`src/rtl/var_bw_pkg.sv`:
```
// Shared definitions for the variable-bit-width arithmetic blocks: FSM state
// encoding, default operand width and the active-width clamp.
package var_bw_pkg;

    localparam int DEFAULT_WIDTH = 16;

    typedef enum logic [1:0] {
        ST_IDLE = 2'd0,
        ST_RUN  = 2'd1,
        ST_DONE = 2'd2
    } state_t;

    // A requested width of 0, or one wider than the datapath, means "full width".
    function automatic int unsigned clamp_bw(input int unsigned bw, input int unsigned width);
        return ((bw == 0) || (bw > width)) ? width : bw;
    endfunction

endpackage

```
`src/rtl/full_adder.sv`:
```
// Single-bit full adder cell, shared bit-serially by the add sequencer.
module full_adder (
    input  logic a,
    input  logic b,
    input  logic ci,
    output logic s,
    output logic co
);

    assign s  = a ^ b ^ ci;
    assign co = (a & b) | (ci & (a ^ b));

endmodule

```
`src/rtl/serial_add_seq.sv`:
```
// Bit-serial adder: one full_adder cell reused for bits 0..n-1, one bit per clock.
// Optional feature macro: SERIAL_ADD_OVF_EN adds the signed-overflow output out_ovf.
module serial_add_seq
    import var_bw_pkg::*;
#(
    parameter  int WIDTH = DEFAULT_WIDTH,
    localparam int BW_W  = $clog2(WIDTH + 1)
) (
    input  logic             clk,
    input  logic             rst,
    input  logic             in_valid,
    output logic             in_ready,
    input  logic [WIDTH-1:0] in_a,
    input  logic [WIDTH-1:0] in_b,
    input  logic             in_ci,
    input  logic [BW_W-1:0]  in_bw,
    output logic             out_valid,
    input  logic             out_ready,
    output logic [WIDTH-1:0] out_sum,
    output logic             out_co
`ifdef SERIAL_ADD_OVF_EN
    ,
    output logic             out_ovf
`endif
);

    state_t           state;
    logic [WIDTH-1:0] a_sh;
    logic [WIDTH-1:0] b_sh;
    logic [WIDTH-1:0] mask;
    logic [WIDTH-1:0] sum_r;
    logic [BW_W-1:0]  n_r;
    logic [BW_W-1:0]  idx;
    logic             carry;
    logic             fa_s;
    logic             fa_co;
    logic             last;
`ifdef SERIAL_ADD_OVF_EN
    logic             ovf_r;
`endif

    // Operands are shifted right so the active bit is always at position 0;
    // the one-hot mask marks where the produced sum bit lands.
    full_adder u_fa (
        .a  (a_sh[0]),
        .b  (b_sh[0]),
        .ci (carry),
        .s  (fa_s),
        .co (fa_co)
    );

    assign last      = (idx == (n_r - BW_W'(1)));
    assign in_ready  = (state == ST_IDLE);
    assign out_valid = (state == ST_DONE);
    assign out_sum   = sum_r;
    assign out_co    = carry;
`ifdef SERIAL_ADD_OVF_EN
    assign out_ovf   = ovf_r;
`endif

    always_ff @(posedge clk) begin
        if (rst) begin
            state <= ST_IDLE;
            carry <= 1'b0;
            sum_r <= '0;
`ifdef SERIAL_ADD_OVF_EN
            ovf_r <= 1'b0;
`endif
        end else begin
            case (state)
                ST_IDLE: begin
                    if (in_valid) begin
                        a_sh  <= in_a;
                        b_sh  <= in_b;
                        n_r   <= BW_W'(clamp_bw(32'(in_bw), WIDTH));
                        carry <= in_ci;
                        idx   <= '0;
                        mask  <= WIDTH'(1);
                        sum_r <= '0;
`ifdef SERIAL_ADD_OVF_EN
                        ovf_r <= 1'b0;
`endif
                        state <= ST_RUN;
                    end
                end
                ST_RUN: begin
                    if (fa_s) begin
                        sum_r <= sum_r | mask;
                    end
                    carry <= fa_co;
                    a_sh  <= a_sh >> 1;
                    b_sh  <= b_sh >> 1;
                    mask  <= mask << 1;
                    // idx stops at n-1: the FSM leaves RUN instead of wrapping.
                    if (last) begin
`ifdef SERIAL_ADD_OVF_EN
                        ovf_r <= carry ^ fa_co;
`endif
                        state <= ST_DONE;
                    end else begin
                        idx <= idx + BW_W'(1);
                    end
                end
                ST_DONE: begin
                    if (out_ready) begin
                        state <= ST_IDLE;
                    end
                end
                default: state <= ST_IDLE;
            endcase
        end
    end

endmodule

```
`config.mk`:
```
export PLATFORM = sky130hd
export DESIGN_NAME = serial_add_seq
export DESIGN_NICKNAME = d
export VERILOG_FILES = /design/src/rtl/var_bw_pkg.sv /design/src/rtl/full_adder.sv /design/src/rtl/serial_add_seq.sv
export SDC_FILE = /design/constraint.sdc
export NUM_CORES = 1
export LEC_CHECK = 0
export BUFFER_PORTS_ARGS = -buffer_cell sky130_fd_sc_hd__buf_2
export CAP_MARGIN = 20
export CORE_UTILIZATION = 54
export CTS_CLUSTER_DIAMETER = 120
export DETAILED_ROUTE_END_ITERATION = 12
export PLACE_DENSITY_LB_ADDON = 0.25
export SYNTH_ARGS = -nofsm -noshare
export SYNTH_HDL_FRONTEND = slang
export SYNTH_SLANG_ARGS = --single-unit
```
`constraint.sdc`:
```
create_clock -name clk -period 4.5 [get_ports clk]
set_clock_uncertainty 0.2 [all_clocks]
set_input_delay 0.225 -clock clk [delete_from_list [all_inputs] [get_ports clk]]
set_output_delay 0.225 -clock clk [all_outputs]
set_load 0.1 [all_outputs]
```
* Word-level counts from Yosys, hierarchy flattened *
Index checks and enable logic that the tools add are counted.

operators by class
  bitwise logic cells = 7
  add/subtract/negate cells = 2
  reduce and logical (&&, ||, !) cells = 10
  $lt $le $gt $ge = 1
  mux-type cells = 18
  equal/unequal tests = 8

operator list
  kind                                                  number
  one-hot mux 16 bit (2 select lines)                   4
  2-to-1 mux 16 bit                                     5
  OR 16 bit                                             1
  AND reduction 3 bit                                   4
  2-to-1 mux 5 bit                                      2
  one-hot mux 5 bit (2 select lines)                    1
  != test 2 bit, second input constant                  4
  2-to-1 mux 2 bit                                      3
  one-hot mux 2 bit (3 select lines)                    1
  adder 5 x 1 -> 5 bit, second input constant           1
  == test 5 bit                                         1
  greater-than comparator 5 bit, second input constant  1
  zero test 5 bit                                       1
  subtractor 5 x 1 -> 5 bit, second input constant      1
  AND reduction 4 bit                                   1
  bitwise AND 1 bit                                     2
  == test 2 x 1 -> 1 bit, second input constant         1
  == test 2 bit, second input constant                  1
  zero test 2 bit                                       1
  != test 2 x 1 -> 1 bit, second input constant         1
  one-hot mux 1 bit (2 select lines)                    1
  AND reduction 2 bit                                   1
  nonzero test 2 bit                                    1
  XOR 1 bit                                             2
  other kinds (4)                                       4

word-level totals
  bits of input ports = 42
  register bits after elaboration = 77

* Longest topological paths before layout *
Gate-level depths: netlist of the first run.

  depth after elaboration = 4
  gate-level depth with buffers = 6
  gate-level depth less buffers = 6

* By module *
From an unflattened synthesis of the first run, not the netlist that was laid out.

unflattened totals
  cells, all modules = 281
  area total of the unflattened synthesis = 3143.0 um^2

modules (own cells, without submodules)
  module          cells an instance  times used  seq. area each (um^2)  area an instance (um^2)
  serial_add_seq  280                1           2122.0                 3123.0
  full_adder      1                  1           0.0                    20.0

* Least setup slack after synthesis of the first run *
Ideal clock, no wire load.

  path kind = flip-flop to flip-flop
  from = register state[0]
  to = register a_sh[0], enable pin
  cell stages (with the launch flop) = 3
  library setup time = 454 ps
  buffers on the path = 0
  required time = 3846 ps
  arrival = 2571 ps
  path slack = 1275 ps
  cell sequence = dfxtp_1 o21bai_1 nor2_1

between the ends
  word-level cells in the longest chain between the ends = 3

RTL lines
  what                                                                  line                  source
  from (decl)                                                           serial_add_seq.sv:27  state_t state;
  from (signal assigned)                                                serial_add_seq.sv:63  state <= ST_IDLE;
  from (signal assigned)                                                serial_add_seq.sv:83  state <= ST_RUN;
  from (signal assigned)                                                serial_add_seq.sv:99  state <= ST_DONE;
  == test 2 x 1 -> 1 bit or zero test 2 bit (tied branches)             serial_add_seq.sv:70  case (state)
  nonzero test 2 bit (no source line) or != test 2 bit (tied branches)  --
  AND reduction 3 bit (no source line) *                                --
  to (signal assigned)                                                  serial_add_seq.sv:73  a_sh <= in_a;
  to (signal assigned)                                                  serial_add_seq.sv:91  a_sh <= a_sh >> 1;
  to (decl)                                                             serial_add_seq.sv:28  logic [WIDTH-1:0] a_sh;

Every way passes the cells marked *; elsewhere a longest branch is shown, timed or not.
A chain may end at the register's enable or synchronous reset.

* Worst setup path in the final report of the first run *
  from = register n_r[0]
  to = register idx[4], enable pin

between the ends
  word-level cells in the longest chain between the ends = 4

RTL lines
  what                                  line                   source
  from (decl)                           serial_add_seq.sv:32   logic [BW_W-1:0] n_r;
  from (signal assigned)                serial_add_seq.sv:75   n_r <= BW_W'(clamp_bw(32'(in_bw), WIDTH));
  subtractor 5 x 1 -> 5 bit             serial_add_seq.sv:52   assign last = (idx == (n_r - BW_W'(1)));
  == test 5 bit                         serial_add_seq.sv:52
  != test 2 bit (no source line)        --
  AND reduction 4 bit (no source line)  --
  to (signal assigned)                  serial_add_seq.sv:101  idx <= idx + BW_W'(1);
  to (decl)                             serial_add_seq.sv:33   logic [BW_W-1:0] idx;

Every way passes these cells.

==> metrics, run 1 <==
multi-input logic area=943 um2; critical path arrival=around 2100 ps; # port buffers=60; die area=around 0.0061 mm2; syn avg cell area=11.1 um2; clock share of power=0.359; synth warn=0; period utilization=0.517; all-layer global routing usage=0.220; commonest non-fill, non-tap cell in the layout=nand2_1; final wirelength=6110 um; cell count of the worst reg-to-reg path=6; most frequent cells in the layout=nand2_1, buf_2, edfxtp_1; htree depth=3; final hold vios=0; R2R Path End=idx[4]; fraction of layout cells with a size suffix above 1=0.215; Fmax=0.430 GHz; Leak Pwr=1.79 nW; DRC viols=0; Antenna diodes=0; Final ANT Viol Nets=0; total clock sinks=77; # rows=27; Comb pwr share=0.153; synthesized area=0.00314 mm2; Core ar.=~0.0055 mm2; Root Driver=clkbuf_8; Hold Crit Class=in -> reg; Max-Cap Viols=0; flop-to-flop setup slack=2170 ps; first-pass GRT wire length=10000 um; Die H=78.2 um; Mapped Nets=327; cts bufs inserted=9; Post-DP HPWL=3560 um; register clock-pin slew on the reported worst setup and hold paths=70 ps; Reg area=0.00212 mm2; register area share after synthesis=0.676; Pre-antenna DRT Iters=5; Die Wd=78.2 um; setup violators final=0; GPL Wtd Cong=0.724; Worst Tran Pin Value=854 ps; WL per Instance=13.3 um; Clock Path Buffers=2; Yosys reg bits=77; PwrDens=421 mW/mm2; Psw=around 0.47 mW; CP startpoint kind=register; R2R Path Start=n_r[0]; Cell Int Power=1.27 mW; grt ovf=0; unrepaired setup endpoints after global routing=false; Final Hold Slack=19.8 ps; CP Launch Point=n_r[0]; synth top area cells=edfxtp_1, dfxtp_1, nand2_1; worst vdd ir=0.265 mV; largest net degree at the start of global routing=50; Final nets=about 430; Fin Setup TNS=0 ps; leading area contributor after synthesis=edfxtp_1; Worst setup EP type=register; Sw Share=0.269; Pins Over Slew Limit=0; Layout area overhead=31.5%; synthesized instance count=282; number of fill cells=380; DR iter-0 viols=95; initial antenna violation count=0; post_cts resized=0; top-area cell type share of the netlist area=0.555; status=finished clean; vias in the first global route=~2200; kind of critical path=reg -> reg; postcts setup bufs=0; Tmin final=2330 ps; CTS tree=built; Rel. slew slack=0.430; I/O pins=~60; Starting Density=0.566; Worst Path Required=4280 ps; register share of total power=0.488; vias per std cell=between 4 and 5; Netlist cell types=31; DR vias=2248; Clock Latency Late Sink=between 300 and 400 ps; Setup crit end=idx[4]; critical path fanouts, max=5
kinds of logic (layout without fill, tap and decap cells):
group / Yosys count / in the layout / synth area share
flops: 77 / 77 / 0.676
fa+ha+maj: 3 / 3 / 0.0144
buf+inv: 18 / 122 / 0.0255
compound gates: 23 / 23 / 0.0435
simple gates: 150 / 150 / 0.210
xor+xnor: 11 / 11 / 0.0307
timing repair:
| action | in CTS | in global routing |
|---|---|---|
| endpoints found under the setup margin | 0 | 0 |
| hold buffers | 38 | 0 |
| endpoints found under the hold margin | 38 | 0 |
cell type report:
class                      instances  share of cell area
multi-input combinational        187               0.229
timing repair buffer              99               0.167
clock inverter                     4              0.0136
clock buffer                      12              0.0482
sequential                        77               0.514
inverter                           7             0.00637
tap                               72              0.0218
worst min-delay path by stage:
stage                      from  cells past startpoint  slack [ps]           to
floorplan                   rst                      1         100     state[0]
global placement     out_sum[6]                      2         240   out_sum[6]
detailed placement  out_sum[14]                      2         260  out_sum[14]
CTS                    in_bw[4]                      2           5       n_r[3]
global route           in_bw[4]                      2          20       n_r[2]
finish                 in_bw[4]                      2          20       n_r[3]
stage by stage:
| stage | total power, mW | area, um2 | setup WS [ps] | utilization | std cells |
|---|---|---|---|---|---|
| final | 1.74 | 4130 | 2170 | 0.745 | 458 |
| after global routing | 1.80 | 4130 | 2010 | 0.745 | 458 |
| after CTS | 1.74 | 4130 | 2140 | 0.745 | 458 |
| after detailed placement | 1.10 | 3490 | 2160 | 0.630 | 404 |
| after global placement | 1.10 | 3490 | 2300 | 0.630 | 404 |
| after floorplan | 1.05 | 3140 | 1280 | - | 282 |
worst max-delay path, cell delays in order (launching register included):
cell	delay, ps
edfxtp_1	430
inv_1	80
ha_1	180
nor3b_1	270
xnor2_1	170
nor4_2	70
nor3_1	560
synth_stat cells, drive strengths merged:
master,count
nand2,91
edfxtp,58
nor2,25
dfxtp,19
a21oi,18
and2,18
buf,7
inv,7
xnor2,7
nor2b,5
clkbuf,4
xor2,4
nand3,3
nor3,3
and2b,2
ha,2
a221oi,1
fa,1
nand2b,1
nor3b,1
nor4,1
o21a,1
o21ba,1
o21bai,1
o41ai,1
power groups by stage:
stage,registers [mW],logic (mW),clock network [mW]
after floorplan,0.938,0.110,0
after global placement,0.861,0.234,0
after detailed placement,0.863,0.239,0
after CTS,0.847,0.264,0.629
after global routing,0.853,0.289,0.658
final,0.847,0.266,0.623
sequential cells by signal (all words and copies together), names as in the netlist:
register / count
b_sh: 16
state: 2
idx: 5
out_sum: 16
a_sh: 16
out_co: 1
mask: 16
n_r: 5
layer usage:
| metal | vias up | track usage | wire length [um] |
|---|---|---|---|
| li1 | 1128 | - | - |
| met1 | 1043 | 0.294 | 2850 |
| met2 | 65 | 0.336 | 2800 |
| met3 | 12 | 0.0558 | 367 |
| met4 | 0 | 0.109 | 94 |
| met5 | - | 0 | 0 |
Note: power is estimated with default switching activity, not from simulation.
==> run 2, diff against run 1 <==
ABC_AREA = 1   (was not set)
CORE_UTILIZATION = 55   (was 54)
clock period = 2.2 ns   (was 4.5 ns; I/O delays follow)
==> run 2 against run 1 <==
- combinational power is 120% higher
- synthesized cell count grew 27%
- die area is 3.5% higher
- global-route usage up 1.7 points
- non-clock buffer count is 7 higher
- worst setup slack worse by 1900 ps
- sequential share of layout area is 2.2 points lower
- critical path depth increased by 1
- count of clock-buffer cells in the layout fell by 3
- critical path type unchanged
==> metrics, run 2 <==
PwrDens=between 700 and 800 mW/mm2; Rel. slew slack=0.465; fraction of layout cells with a size suffix above 1=0.191; status=finished clean; I/O pins=61; synth top area cells=edfxtp_1, nand2_1, dfxtp_1; kind of critical path=reg -> reg; period utilization=0.865; R2R Path End=out_co; htree depth=3; R2R Path Start=state[0]; CP Launch Point=state[0]; Antenna diodes=0; # port buffers=60; most used cell along the critical path=inv_2; Cell Int Power=2.39 mW; # rows=27; Fmax=0.525 GHz; setup violators final=0; grt ovf=0; Worst Tran Pin Value=802 ps; Worst setup EP type=register; HP Start=out_sum[15]; post_cts resized=0; unrepaired setup endpoints after global routing=false; final hold vios=0; flop-to-flop setup slack=300 ps; Max-Cap Viols=0; critical path arrival=1950 ps; Post-synth top flop=edfxtp_1; final wirelength=~6600 um; WL per Instance=12.2 um; cts bufs inserted=9; Worst Path Required=2250 ps; vias in the first global route=2477; cell count of the worst reg-to-reg path=7; register share of total power=0.512; clock share of power=0.316; Synth top cells by count=nand2_1, inv_1, edfxtp_1; dpl cells=roughly 490; top-area cell type share of the netlist area=0.526; total clock sinks=77; commonest non-fill, non-tap cell in the layout=nand2_1; DRC viols=0; Layout area overhead=30.2%; CP startpoint kind=register; worst vdd ir=0.483 mV; first-pass GRT wire length=between 10000 and 15000 um; Final nets=roughly 500; Root Driver=clkbuf_8; Hold Crit Class=reg -> reg; worst path bufs/invs=2; Clock Latency Late Sink=~340 ps; critical path fanouts, max=51; syn avg cell area=approximately 9.2 um2; Netlist cell types=23; critical-path cell list=inv_2 -> nor2_4 -> inv_2 -> nand2_1 -> o21ai_1 -> nor2_1 -> a211oi_1; Leak Pwr=2.04 nW; die area=between 0.006 and 0.007 mm2; most common cell in the netlist=nand2_1; number of fill cells=381; synth warn=0; CP peak stage delay=580 ps; Mapped Nets=404; hold-critical path depth=2; Slowest cell on crit path=inv_2; largest net degree at the start of global routing=52; most frequent cells in the layout=nand2_1, buf_2, inv_1; Tmin final=1900 ps; all-layer global routing usage=0.237; Fin Setup TNS=0 ps; Final ANT Viol Nets=0; Die Wd=approximately 80 um; Psw=0.981 mW; Pins Over Slew Limit=0; GPL Wtd Cong=0.744; vias per std cell=4.77; post-synthesis async set-or-reset flop share=0; DR vias=2589; Clock Path Buffers=2; initial antenna violation count=0; Post-DP HPWL=3720 um; Yosys reg bits=77; synthesized instance count=359; DR iter-0 viols=173; postcts setup bufs=0; Worst path depth=7; register area share after synthesis=0.641; Comb pwr share=0.171; Pre-antenna DRT Iters=4; synthesized area=0.00331 mm2; leading area contributor after synthesis=edfxtp_1; Post-synth EDFFs=58; Worst Hold Endpoint=out_sum[15]; Non-Filler Instances=approximately 540; register clock-pin slew on the reported worst setup and hold paths=80 ps; CTS tree=built; Die H=79.6 um; Sw Share=0.291; hold buffer count at CTS=42; top cell family by delay on the critical path=buffers and inverters; Core ar.=0.00564 mm2; Starting Density=0.587; Overall Power=between 3 and 4 mW
[run 2: power by group through the flow]
stage          registers [mW]  logic (mW)  clock network [mW]
2_1_floorplan            1.91       0.239                   0
6_report                 1.73       0.577                1.07
4_1_cts                  1.73       0.570                1.08
3_5_place_dp             1.76       0.512                   0
3_3_place_gp             1.76       0.503                   0
5_1_grt                  1.74       0.632                1.14
[run 2: worst register-to-register path: stages, from the launching register on]
cell and delay [ps]:
dfxtp_1 390, inv_2 100, nor2_4 40, inv_2 580, nand2_1 110, o21ai_1 130, nor2_1 70, a211oi_1 190
[run 2: how the worst max path moves through the flow]
| stage | endpoint | slack, ps |
|---|---|---|
| detailed placement | idx[2] | 320 |
| CTS | idx[2] | 310 |
| global route | out_co | 80 |
| finish | out_co | 300 |
| global placement | idx[2] | 420 |
| floorplan | n_r[0] | 10 |
[run 2: area by class of cell]
| class | count | area [um2] | area share |
|---|---|---|---|
| tap | 72 | 90.1 | 0.0209 |
| clock buffer | 9 | 124 | 0.0287 |
| clock inverter | 7 | 75.1 | 0.0174 |
| inverter | 62 | 233 | 0.0540 |
| timing repair buffer | 106 | 763 | 0.177 |
| multi-input combinational | 210 | 901 | 0.209 |
| sequential | 77 | 2120 | 0.493 |
[run 2: cells by family after synthesis]
group	Yosys count	synth area share
AOI/OAI and AO/OA	25	0.0408
buffers and inverters	72	0.0904
adders and majority gates	3	0.0136
and+or+nand+nor	181	0.211
xor gates and xnor gates	1	0.00265
DFF	77	0.641
[run 2: metrics by stage]
| stage | hold slack [ps] | setup slack [ps] | util | cell area, um2 |
|---|---|---|---|---|
| floorplan | -20.9 | 14.3 | - | 3320 |
| global placement | 169 | 415 | 0.654 | 3690 |
| detailed placement | 175 | 319 | 0.654 | 3690 |
| CTS | 250 | 312 | 0.764 | 4310 |
| global route | 270 | 78.5 | 0.764 | 4310 |
| finish | 248 | 296 | 0.764 | 4310 |
[run 2: metal layers]
layer  track usage  wire length (um)  vias to the layer above
met5             0                 0                        -
met4         0.127               164                        0
met3        0.0480               235                       15
met2         0.409              3340                       70
met1         0.275              2900                     1181
li1              -                 -                     1323
